<file path="src/rtl/tnew_tracker_pkg.sv">
// -----------------------------------------------------------------------------
// tnew_tracker_pkg
// Shared constants for the producer-side Tnew tracker of the 5-stage MIPS
// pipeline: forwarding-select encodings, the "operand not used" Tuse marker
// and the Tnew values each instruction class carries into the E stage.
// -----------------------------------------------------------------------------
package tnew_tracker_pkg;

  // D-stage forwarding source select.
  localparam logic [1:0] FWD_RF = 2'd0;  // register file, no bypass
  localparam logic [1:0] FWD_W  = 2'd1;  // bypass from W-stage result
  localparam logic [1:0] FWD_M  = 2'd2;  // bypass from M-stage result
  localparam logic [1:0] FWD_E  = 2'd3;  // bypass from E-stage result

  // Tuse value marking an operand the D-stage instruction does not read.
  localparam logic [2:0] TUSE_NOUSE = 3'b111;

  // Tnew at E-stage entry for each producer class.
  localparam logic [1:0] TNEW_ALU  = 2'd1;  // ALU ops, ori, lui
  localparam logic [1:0] TNEW_LOAD = 2'd2;  // lw
  localparam logic [1:0] TNEW_LINK = 2'd0;  // jal: PC+8 is known at E entry

endpackage

</file>
<file path="src/rtl/tnew_tracker_fwd_sel.sv">
// -----------------------------------------------------------------------------
// tnew_fwd_sel
// Hazard resolution for one D-stage source operand. Matches the operand
// address against the E/M/W destination records and produces the forwarding
// select (youngest match wins) plus a stall request when the youngest
// producer's result arrives later than the operand is needed.
//
// Ports:
//   r         in   operand register address
//   tuse      in   cycles until the operand is needed (all-ones = unused)
//   e_a3/e_tnew, m_a3/m_tnew, w_a3   in   stage records
//   fwd       out  forwarding select (FWD_RF/W/M/E)
//   stall_req out  this operand cannot be satisfied in time
// -----------------------------------------------------------------------------
module tnew_fwd_sel
  import tnew_tracker_pkg::*;
#(
  parameter int REG_AW = 5,
  parameter int TNEW_W = 2,
  parameter int TUSE_W = 3
) (
  input  logic [REG_AW-1:0] r,
  input  logic [TUSE_W-1:0] tuse,
  input  logic [REG_AW-1:0] e_a3,
  input  logic [TNEW_W-1:0] e_tnew,
  input  logic [REG_AW-1:0] m_a3,
  input  logic [TNEW_W-1:0] m_tnew,
  input  logic [REG_AW-1:0] w_a3,
  output logic [1:0]        fwd,
  output logic              stall_req
);

  logic e_hit, m_hit, w_hit, used;

  // $0 is hard-wired zero, so a record writing it never produces a value.
  assign e_hit = (e_a3 != '0) && (e_a3 == r);
  assign m_hit = (m_a3 != '0) && (m_a3 == r);
  assign w_hit = (w_a3 != '0) && (w_a3 == r);
  assign used  = ~&tuse;

  // Tnew is zero-extended so the compare is unsigned at Tuse width.
  assign stall_req = used &&
                     ((e_hit && (tuse < TUSE_W'(e_tnew))) ||
                      (m_hit && (tuse < TUSE_W'(m_tnew))));

  // A younger match that is not ready yet hides older matches: their value
  // is stale, so the select falls back to RF and the stall covers it.
  always_comb begin
    // NOTE: default assignment first so no path leaves fwd unassigned (no latch).
    fwd = FWD_RF;
    if (e_hit) begin
      if (e_tnew == '0) fwd = FWD_E;
    end else if (m_hit) begin
      if (m_tnew == '0) fwd = FWD_M;
    end else if (w_hit) begin
      fwd = FWD_W;
    end
  end

endmodule

</file>
<file path="src/rtl/tnew_tracker.sv">
// -----------------------------------------------------------------------------
// tnew_tracker
// Carries each in-flight instruction's destination register (A3) and Tnew
// through E, M and W, counting Tnew down as it advances, and compares the
// D-stage Tuse values against those records to produce the pipeline stall
// and the D-stage rs/rt forwarding selects.
//
// Ports:
//   clk, reset_n            clock, asynchronous active-low reset
//   d_a3, d_tnew            D-stage destination register and Tnew at E entry
//   d_rs, d_rt              D-stage source registers
//   tuse_rs, tuse_rt        D-stage Tuse per operand (all-ones = unused)
//   stall                   freeze PC and F/D, bubble into E (combinational)
//   fwd_rs, fwd_rt          forwarding selects: 0=RF 1=W 2=M 3=E
//   e_a3, m_a3, w_a3        stage destination records (debug)
//   e_tnew, m_tnew          stage Tnew records (debug)
//   stall_cnt               stalled-cycle counter, only with TNEW_STALL_CNT_EN
//
// Build option: define TNEW_STALL_CNT_EN to add the 32-bit stall_cnt output.
// -----------------------------------------------------------------------------
module tnew_tracker #(
  parameter int REG_AW = 5,
  parameter int TNEW_W = 2,
  parameter int TUSE_W = 3
) (
  input  logic              clk,
  input  logic              reset_n,
  input  logic [REG_AW-1:0] d_a3,
  input  logic [TNEW_W-1:0] d_tnew,
  input  logic [REG_AW-1:0] d_rs,
  input  logic [REG_AW-1:0] d_rt,
  input  logic [TUSE_W-1:0] tuse_rs,
  input  logic [TUSE_W-1:0] tuse_rt,
  output logic              stall,
  output logic [1:0]        fwd_rs,
  output logic [1:0]        fwd_rt,
  output logic [REG_AW-1:0] e_a3,
  output logic [REG_AW-1:0] m_a3,
  output logic [REG_AW-1:0] w_a3,
  output logic [TNEW_W-1:0] e_tnew,
  output logic [TNEW_W-1:0] m_tnew
`ifdef TNEW_STALL_CNT_EN
  ,
  output logic [31:0]       stall_cnt
`endif
);

  logic stall_rs, stall_rt;

  tnew_fwd_sel #(.REG_AW(REG_AW), .TNEW_W(TNEW_W), .TUSE_W(TUSE_W)) u_sel_rs (
    .r         (d_rs),
    .tuse      (tuse_rs),
    .e_a3      (e_a3),
    .e_tnew    (e_tnew),
    .m_a3      (m_a3),
    .m_tnew    (m_tnew),
    .w_a3      (w_a3),
    .fwd       (fwd_rs),
    .stall_req (stall_rs)
  );

  tnew_fwd_sel #(.REG_AW(REG_AW), .TNEW_W(TNEW_W), .TUSE_W(TUSE_W)) u_sel_rt (
    .r         (d_rt),
    .tuse      (tuse_rt),
    .e_a3      (e_a3),
    .e_tnew    (e_tnew),
    .m_a3      (m_a3),
    .m_tnew    (m_tnew),
    .w_a3      (w_a3),
    .fwd       (fwd_rt),
    .stall_req (stall_rt)
  );

  assign stall = stall_rs | stall_rt;

  // M and W always advance; a stall only replaces the D->E transfer with a
  // bubble, which lets a pending producer keep draining its Tnew.
  always_ff @(posedge clk or negedge reset_n) begin
    if (!reset_n) begin
      e_a3   <= '0;
      e_tnew <= '0;
      m_a3   <= '0;
      m_tnew <= '0;
      w_a3   <= '0;
    end else begin
      // NOTE: non-blocking assignments so every stage samples the pre-edge values.
      w_a3   <= m_a3;
      m_a3   <= e_a3;
      m_tnew <= (e_tnew == '0) ? '0 : e_tnew - 1'b1;
      if (stall) begin
        e_a3   <= '0;
        e_tnew <= '0;
      end else begin
        e_a3   <= d_a3;
        e_tnew <= d_tnew;
      end
    end
  end

`ifdef TNEW_STALL_CNT_EN
  // Free-running count of stalled cycles; wraps naturally at 2^32.
  always_ff @(posedge clk or negedge reset_n) begin
    if (!reset_n) stall_cnt <= '0;
    else if (stall) stall_cnt <= stall_cnt + 32'd1;
  end
`endif

endmodule

</file>
<file path="config.mk">
export PLATFORM = sky130hd
export DESIGN_NAME = tnew_tracker
export DESIGN_NICKNAME = d
export VERILOG_FILES = /design/src/rtl/tnew_tracker_pkg.sv /design/src/rtl/tnew_tracker_fwd_sel.sv /design/src/rtl/tnew_tracker.sv
export SDC_FILE = /design/constraint.sdc
export NUM_CORES = 1
export LEC_CHECK = 0
export BUFFER_PORTS_ARGS = -buffer_cell sky130_fd_sc_hd__buf_2
export CORE_ASPECT_RATIO = 0.75
export CORE_UTILIZATION = 50
export DETAILED_ROUTE_END_ITERATION = 7
export PLACE_DENSITY = 0.83
export SETUP_SLACK_MARGIN = 0.05
export SYNTH_ARGS = -nofsm -noshare
export SYNTH_HDL_FRONTEND = slang
export SYNTH_SLANG_ARGS = --single-unit
</file>
<file path="constraint.sdc">
create_clock -name clk -period 5.51 [get_ports clk]
set_clock_uncertainty 0.05 [all_clocks]
set_input_delay 0.551 -clock clk [delete_from_list [all_inputs] [get_ports clk]]
set_output_delay 0.551 -clock clk [all_outputs]
set_load 0.02 [all_outputs]
</file>
; Yosys cells after proc, flatten, opt, wreduce, memory -nomap -nowiden
; Index checks and enable logic that the tools add are counted.
[totals]
ff_bits = 19
latch_bits = 0
ram_bits = 0
romBits = 0
output_inout_bits = 24
n_memories = 0
[classes]
add_sub_neg = 1
n_mul = 0
div = 0
n_lt_le_gt_ge = 4
eq_ne = 6
shift = 0
mux = 11
bitwise = 1
reduce_logical = 23
[ops]
columns = cell, n
row1 = $eq 5x5->1, 6
row2 = $mux 2, 8
row3 = $reduce_bool 5->1, 3
row4 = $logic_and 1x1->1, 12
row5 = $lt 3x2->1, 4
row6 = $reduce_and 3->1, 2
row7 = $mux 5, 1
row8 = $logic_not 2->1, 2
row9 = $logic_not 1->1, 2
row10 = $logic_or 1x1->1, 2
row11 = $mux 1, 2
row12 = $sub 2x1->2 const B, 1
row13 = $or 1x1->1, 1

; Depth between registers and ports, before layout
; Gate-level depths: netlist of run 1.
[logic_depth]
ltp_word = 7
ltp_mapped = 6

; By module
; From an unflattened synthesis of run 1, not the netlist that was laid out.
[hier_totals]
hier_cells = 119
hier_area_um2 = 1234.9
[modules_own_cells]
columns = module, instances, cells_each, area_each_um2, seq_area_each_um2
row1 = tnew_fwd_sel, 2, 44, 315.3, 0.0
row2 = tnew_tracker, 1, 31, 604.3, 475.5

; Worst setup path after synthesis of run 1
; Ideal clock, no wire load.
[synth_timing]
path_type = flip-flop to output port
start = reg e_a3[0]
end = out fwd_rt[1]
arrival_ps = 2152
required_time_ps = 4909
path_slack_ps = 2757
path_stages_with_launch = 5
n_path_buf = 0
path_cell_list = dfrtp_1 or4_1 o211ai_1 nor2_1 o41ai_1
[synth_via]
elab_chain_len = 3
word_cells_on_any_way = 4
cone_classes = 1 x eq/ne / 1 x mux / 2 x reduce/logical
[synth_lines]
columns = element, line
row1 = start: declaration, tnew_tracker.sv:37  ; output logic [REG_AW-1:0] e_a3,
row2 = start signal: assignment, tnew_tracker.sv:80  ; e_a3 <= '0;
row3 = start signal: assignment, tnew_tracker.sv:91  ; e_a3 <= '0;
row4 = start signal: assignment, tnew_tracker.sv:94  ; e_a3 <= d_a3;
row5 = $eq 5x5->1 or $reduce_bool 5->1 (tied branches), tnew_tracker_fwd_sel.sv:36  ; assign e_hit = (e_a3 != '0) && (e_a3 == r);
row6 = $logic_and 1x1->1 *, tnew_tracker_fwd_sel.sv:36
row7 = $mux 2 *, tnew_tracker_fwd_sel.sv:51  ; if (e_hit) begin
row8 = end: declaration, tnew_tracker.sv:36  ; output logic [1:0] fwd_rt,
; Every way passes the cells marked *; elsewhere a longest branch is shown, timed or not.

; Worst setup path in the final report of run 1
[layout_timing]
start = reg e_a3[0]
end = out fwd_rs[1]
[layout_via]
elab_chain_len = 3
word_cells_on_any_way = 4
cone_classes = 1 x eq/ne / 1 x mux / 2 x reduce/logical
[layout_lines]
columns = element, line
row1 = $eq 5x5->1 or $reduce_bool 5->1 (tied branches), tnew_tracker_fwd_sel.sv:36
row2 = $logic_and 1x1->1 *, tnew_tracker_fwd_sel.sv:36
row3 = $mux 2 *, tnew_tracker_fwd_sel.sv:51
row4 = end: declaration, tnew_tracker.sv:35  ; output logic [1:0] fwd_rs,
; Marks and branches as above.

==> results of run 1 <==
cells in the final DEF, fill, tap and decap left out, drive strengths merged, types with 3 or more instances in the layout:
| master | instances |
|---|---|
| o21ai | 3 |
| clkbuf | 3 |
| o211ai | 4 |
| or4 | 5 |
| buf | 48 |
| xnor2 | 21 |
| xor2 | 9 |
| nor2 | 6 |
| and2 | 8 |
| inv | 4 |
| nor4 | 3 |
| nand3 | 3 |
| dfrtp | 19 |
| ha | 4 |
| nor3 | 3 |
metrics by stage:
| stage | hold slack (ps) | util, % |
|---|---|---|
| after floorplan | 205 | - |
| after global placement | 399 | 68.0 |
| after detailed placement | 434 | 68.0 |
| after CTS | 124 | 69.3 |
| after global routing | 134 | 69.3 |
| final | 121 | 69.3 |
worst max-delay path, cell delays in order, from the launching register on:
cell and delay, ps:
dfrtp_1 460, or4_1 600, o211ai_2 220, nor2_1 90, or4_1 480, o31ai_1 80, buf_2 200
power groups by stage:
| stage | Clock [mW] | Combinational, mW | Sequential (mW) |
|---|---|---|---|
| after floorplan | 0 | 0.0429 | 0.176 |
| after global placement | 0 | 0.0876 | 0.166 |
| after detailed placement | 0 | 0.0905 | 0.167 |
| after CTS | 0.0696 | 0.0907 | 0.164 |
| after global routing | 0.0765 | 0.0982 | 0.166 |
| final | 0.0660 | 0.0905 | 0.164 |
area by class of cell:
type	instances	share of cell area, %
clock buffer	3	1.56
tap	24	2.08
multi-input combinational	83	45.5
inverter	4	1.04
sequential	19	32.9
timing repair buffer	48	16.6
clock inverter	1	0.346
kinds of logic after synthesis:
family                     Yosys count  share of synthesized area (%)
AOI/OAI and AO/OA                   11                           7.74
muxes                                1                          0.872
and+or+nand+nor                     37                           21.4
DFF                                 19                           41.4
adders and majority gates            4                           4.36
buffers and inverters                4                           1.31
xor gates and xnor gates            30                           22.9
path summary, 6_finish.rpt:
kind	slack (ps)	to	depth (start not counted)	from
min in group clk	410	e_a3[1]	2	d_a3[1]
max in group asynchronous	4990	m_tnew[1]	1	reset_n
worst min-delay path	120	m_a3[1]	1	reset_n
worst min register to register	450	m_a3[2]	0	e_a3[2]
worst max register to register	3320	e_a3[3]	5	m_a3[0]
worst max-delay path	2480	fwd_rs[1]	6	e_a3[0]
flip-flops by register name (all words and copies together), names as in the netlist:
signal	flops
e_a3	5
m_a3	5
e_tnew	2
m_tnew	2
w_a3	5
per-layer routing:
layer,up-vias,wire length [um],global-route usage [%]
met2,44,1400,42.6
met5,-,0,0
li1,475,-,-
met4,0,10,8.78
met1,475,1180,31.1
met3,2,186,3.58
==> key figures, run 1 <==
Run status
  • Run status: finished with violations
  • Failing checks: DRC

Yosys
  • Area contributors post-synth: dfrtp_1, xnor2_1, xor2_1
  • Register area share after synthesis: between 40% and 50%
  • Syn Area/Cell: 10.8 um^2
  • Ys async rst share: between 90% and 100%
  • Most frequent cell after synthesis: xnor2_1
  • Post-synthesis cell count: 106
  • Syn nets: 135
  • Post-synthesis cell area: 1150 um^2
  • Syn. warnings: 0
  • Synth top cells by count: xnor2_1, dfrtp_1, xor2_1, and2_1, nor2_1
  • EDFF count, synth: 0
  • Top FF cell, synth: dfrtp_1
  • Top-area cell type share of the netlist area: 41.4%
  • Yosys reg bits: 19
  • Post-synth cell types: 26
  • Synth area leader: dfrtp_1

Floorplan
  • Die width: 57.3 um
  • Die H: between 40 and 50 um
  • Io pins: 49
  • Die Area: 2490 um^2
  • Starting Density: 55.0%
  • Core box area: between 2000 and 2500 um^2
  • Core Rows: 14

GRT
  • Vias in the first global route: 960
  • Remaining Overflow, GRT: 0
  • First-pass GRT wire length: 4490 um
  • Largest net degree at the start of global routing: 20
  • Initial antenna violation count: 0
  • Total GRT Usage: 24.3%

Clocking
  • CTS tree: yes
  • Clock latency on the worst-skew pair: 290 ps
  • Num Clock Sinks: 19
  • H-tree levels: 1
  • Num CTS Buffers: 3
  • Gates resized, CTS repair: 0
  • # Post-CTS Setup Buffers: 0
  • Hold-fix buffers, CTS: 0
  • Root buffer cell: clkbuf_4
  • Worst-path clk slew: around 100 ps
  • CTS max path bufs: 2

Place
  • Hpwl dp: 2380 um
  • Placed insts: 178
  • Worst slack, placed: 2790 ps
  • IO Port Bufs: 48
  • Placed cell area: ~1400 um^2
  • Gpl congestion: 0.871

STA
  • Worst-Margin Slew: a little under 600 ps
  • Max_slew headroom: a little over 60%
  • Fin Setup TNS: 0 ps
  • Final setup vio count: 0
  • Max Slew Vio Count: 0
  • Total count of hold-check failures in the final report: 0
  • Slack of the critical path: ~2500 ps
  • Fmax: ~0.33 GHz
  • RSZ-0062 raised after global routing: false
  • Minimum clock period after layout: 3030 ps
  • Fin crit share: 55.0%

Worst setup path
  • Critical path arrival: 2430 ps
  • CP Data Required Time: roughly 5000 ps
  • Critical path class: reg -> out
  • CP max FO: 5
  • CP Capture Type: primary output
  • Startpoint types: register

Final layout
  • Ant diodes: 0
  • Cell Count, Final, Fillers Out: 182
  • Final nets: 188
  • Fillcell total: 168
  • Multi-input logic area: 657 um^2
  • Fin area: 1450 um^2
  • Storage element area: 475 um^2
  • Share of cells above drive strength 1: 37.3%
  • Area growth syn-to-layout: 26.0%

Run
  • Max_cap viols: 0

Drt
  • Drt via density: 5.47
  • 1st-iter DRT viols: approximately 50
  • DRC Markers: 2
  • Aggregate routed wire length: 2770 um
  • Routed via count: 996
  • DR pass1 iterations: 6
  • WL/cell: 15.2 um
  • Post-DRT Antenna Nets: 0

Power and ir drop
  • Clock share of power: 20.6%
  • Final Power: about 320 uW
  • Comb pwr share: between 20% and 30%
  • Sw Pwr: 104 uW
  • Pwr/cell area: between 200 and 250 nW/um^2
  • Register share of total power: 51.2%
  • Worst vdd ir: 198 uV
  • Sw Share: around a third
  • Internal power: 216 uW
  • Leakage: 0.669 nW

Hold path
  • HP Class: in -> async
Power figures use the tool's default switching activity.
==> run 2: changes to the inputs <==
--- a/config.mk
+++ b/config.mk
@@ -7,9 +7,9 @@
 export LEC_CHECK = 0
 export BUFFER_PORTS_ARGS = -buffer_cell sky130_fd_sc_hd__buf_2
 export CORE_ASPECT_RATIO = 0.75
-export CORE_UTILIZATION = 50
+export CORE_UTILIZATION = 42
 export DETAILED_ROUTE_END_ITERATION = 7
-export PLACE_DENSITY = 0.83
+export PLACE_DENSITY = 0.75
 export SETUP_SLACK_MARGIN = 0.05
 export SYNTH_ARGS = -nofsm -noshare
 export SYNTH_HDL_FRONTEND = slang
==> constraint.sdc (replaced) <==
create_clock -name clk -period 2.65 [get_ports clk]
set_clock_uncertainty 0.05 [all_clocks]
set_input_delay 0.265 -clock clk [delete_from_list [all_inputs] [get_ports clk]]
set_output_delay 0.265 -clock clk [all_outputs]
set_load 0.02 [all_outputs]
==> key figures, run 2 (synthesis gave the netlist of run 1 again) <==
STA
  • Fin crit share: a little over nine tenths
  • Minimum clock period after layout: 2560 ps
  • Final setup vio count: 0 (unchanged)
  • Total count of hold-check failures in the final report: 0 (unchanged)
  • RSZ-0062 raised after global routing: true (was false)
  • Worst-Margin Slew: 512 ps (was 582 ps)
  • Max_slew headroom: 65.4% (was 60.6%)
  • Slack of the critical path: 90.7 ps (was 2480 ps)
  • Max Slew Vio Count: 0 (unchanged)
  • Fin Setup TNS: 0 ps (unchanged)
  • Fmax: roughly 0.39 GHz

Floorplan
  • Die width: 62.4 um (was 57.3 um)
  • Die Area: 2950 um^2 (was 2490 um^2)
  • Io pins: 49 (unchanged)
  • Core box area: 2600 um^2 (was 2080 um^2)
  • Core Rows: 16 (was 14)
  • Starting Density: 44.1% (was 55.0%)
  • Die H: 47.3 um (was 43.5 um)

Run
  • Max_cap viols: 0 (unchanged)

Drt
  • Post-DRT Antenna Nets: 0 (unchanged)
  • DR pass1 iterations: 6 (unchanged)
  • Aggregate routed wire length: 3050 um (was 2770 um)
  • WL/cell: 14.9 um (was 15.2 um)
  • Drt via density: 5.08 (was 5.47)
  • 1st-iter DRT viols: 36 (was 49)
  • DRC Markers: 0 (was 2)
  • Routed via count: 1041 (was 996)

Clocking
  • Root buffer cell: clkbuf_4 (unchanged)
  • CTS max path bufs: 2 (unchanged)
  • Num Clock Sinks: 19 (unchanged)
  • Worst-path clk slew: 100 ps (about the same)
  • Num CTS Buffers: 3 (unchanged)
  • CTS tree: yes (unchanged)
  • H-tree levels: 1 (unchanged)
  • Clock latency on the worst-skew pair: 280 ps (was 290 ps)

Place
  • Hpwl dp: 2450 um (was 2380 um)
  • IO Port Bufs: 48 (unchanged)
  • Gpl congestion: 0.822 (was 0.871)
  • Placed insts: 191 (was 178)
  • Worst slack, placed: 230 ps (was 2790 ps)

Hold path
  • HP Class: in -> reg (was in -> async)
  • Worst Hold Path Cells: 2

Final layout
  • Final nets: 199 (was 188)
  • Biggest regs: e_a3: 5 flops, m_a3: 5 flops, w_a3: 5 flops (unchanged)
  • Share of cells above drive strength 1: 47.3% (was 37.3%)
  • Area growth syn-to-layout: 40.0% (was 26.0%)
  • Final core area utilization: 61.7% (was 69.3%)
  • Most common cell after layout, fill and taps aside: buf_2 (unchanged)
  • Commonest cells after routing, fill and taps aside: buf_2, xnor2_1, dfrtp_1 (unchanged)
  • Fillcell total: 226 (was 168)
  • Cell Count, Final, Fillers Out: 205 (was 182)
  • Ant diodes: 0 (unchanged)

Worst setup path
  • Top delay family on crit path: simple AND/OR/NAND/NOR gates (unchanged)
  • CP most frequent cell: buf_6 (was or4_1)
  • Critical path's largest stage delay: 570 ps (was 600 ps)
  • Critical path class: reg -> out (unchanged)
  • Crit path buf inv count: 3 (was 1)
  • CP max FO: 2 (was 5)
  • Startpoint types: register (unchanged)
  • Critical path arrival: 2240 ps (was 2430 ps)
  • CP Data Required Time: 2340 ps (was 4910 ps)
  • Instance count on the critical path: 7 (was 6)
  • Cells along the critical path: or4_4 > o211ai_4 > buf_6 > nor3_2 > nor4_4 > inv_1 > buf_6 (was or4_1 > o211ai_2 > nor2_1 > or4_1 > o31ai_1 > buf_2)
  • Worst r2r path cells: 7 (was 5)
  • Slowest library cell on the worst path: or4_4 (was or4_1)
  • CP Capture Type: primary output (unchanged)

GRT
  • Initial antenna violation count: 0 (unchanged)
  • Total GRT Usage: 21.1% (was 24.3%)
  • First-pass GRT wire length: 4510 um (was 4490 um)
  • Largest net degree at the start of global routing: 20 (unchanged)
  • Remaining Overflow, GRT: 0 (unchanged)
  • Vias in the first global route: 953 (was 960)

Power and ir drop
  • Pwr/cell area: 436 nW/um^2 (was 222 nW/um^2)
  • Final Power: 700 uW (was 321 uW)
  • Worst vdd ir: 357 uV (was 198 uV)
  • Leakage: 0.739 nW (was 0.669 nW)

Run status
  • Run status: completed (was finished with violations)
-- run 2: worst paths after layout --
check,slack (ps),startpoint,endpoint
setup / recovery,90,e_a3[0],stall
hold / removal,130,d_a3[3],e_a3[3]
setup reg to reg,490,e_a3[0],e_tnew[1]
hold reg to reg,430,m_a3[0],w_a3[0]
max in group asynchronous,1850,reset_n,m_a3[1]
min in group asynchronous,390,reset_n,e_tnew[0]
-- run 2: what timing repair did --
item,in CTS,in global routing
endpoints found under the setup margin,1,3
setup buffers,5,4
hold buffers,1,0
pin swaps,4,6
resized for setup,7,9
hold endpoints to repair,19,0
-- run 2: per-layer routing --
metal | wire length [um] | track usage (%) | vias to the layer above
met5 | 0 | 0 | -
met2 | 1490 | 36.3 | 39
met4 | 9 | 10.2 | 0
met3 | 157 | 3.64 | 2
met1 | 1400 | 27.1 | 496
li1 | - | - | 504
-- run 2: area by class of cell --
class	count	area (um^2)	area share, %
Multi-Input combinational cell	83	703	43.8
Sequential cell	19	482	30.0
Timing Repair Buffer	59	335	20.9
Tap cell	36	45.0	2.80
Clock buffer	4	26.3	1.64
Inverter	4	15.0	0.935
-- run 2: power breakdown --
group / internal [mW] / switching [mW] / total, mW
Sequential: 0.311 / 0.0285 / 0.339
Clock: 0.0584 / 0.0797 / 0.138
Combinational: 0.104 / 0.118 / 0.223
Total: 0.473 / 0.227 / 0.700
-- run 2: stage by stage --
stage / hold WS [ps] / cell area, um^2
3_3_place_gp: 164 / 1440
6_report: 127 / 1610
4_1_cts: 119 / 1530
3_5_place_dp: 172 / 1440
2_1_floorplan: -80.6 / 1150
5_1_grt: 115 / 1610
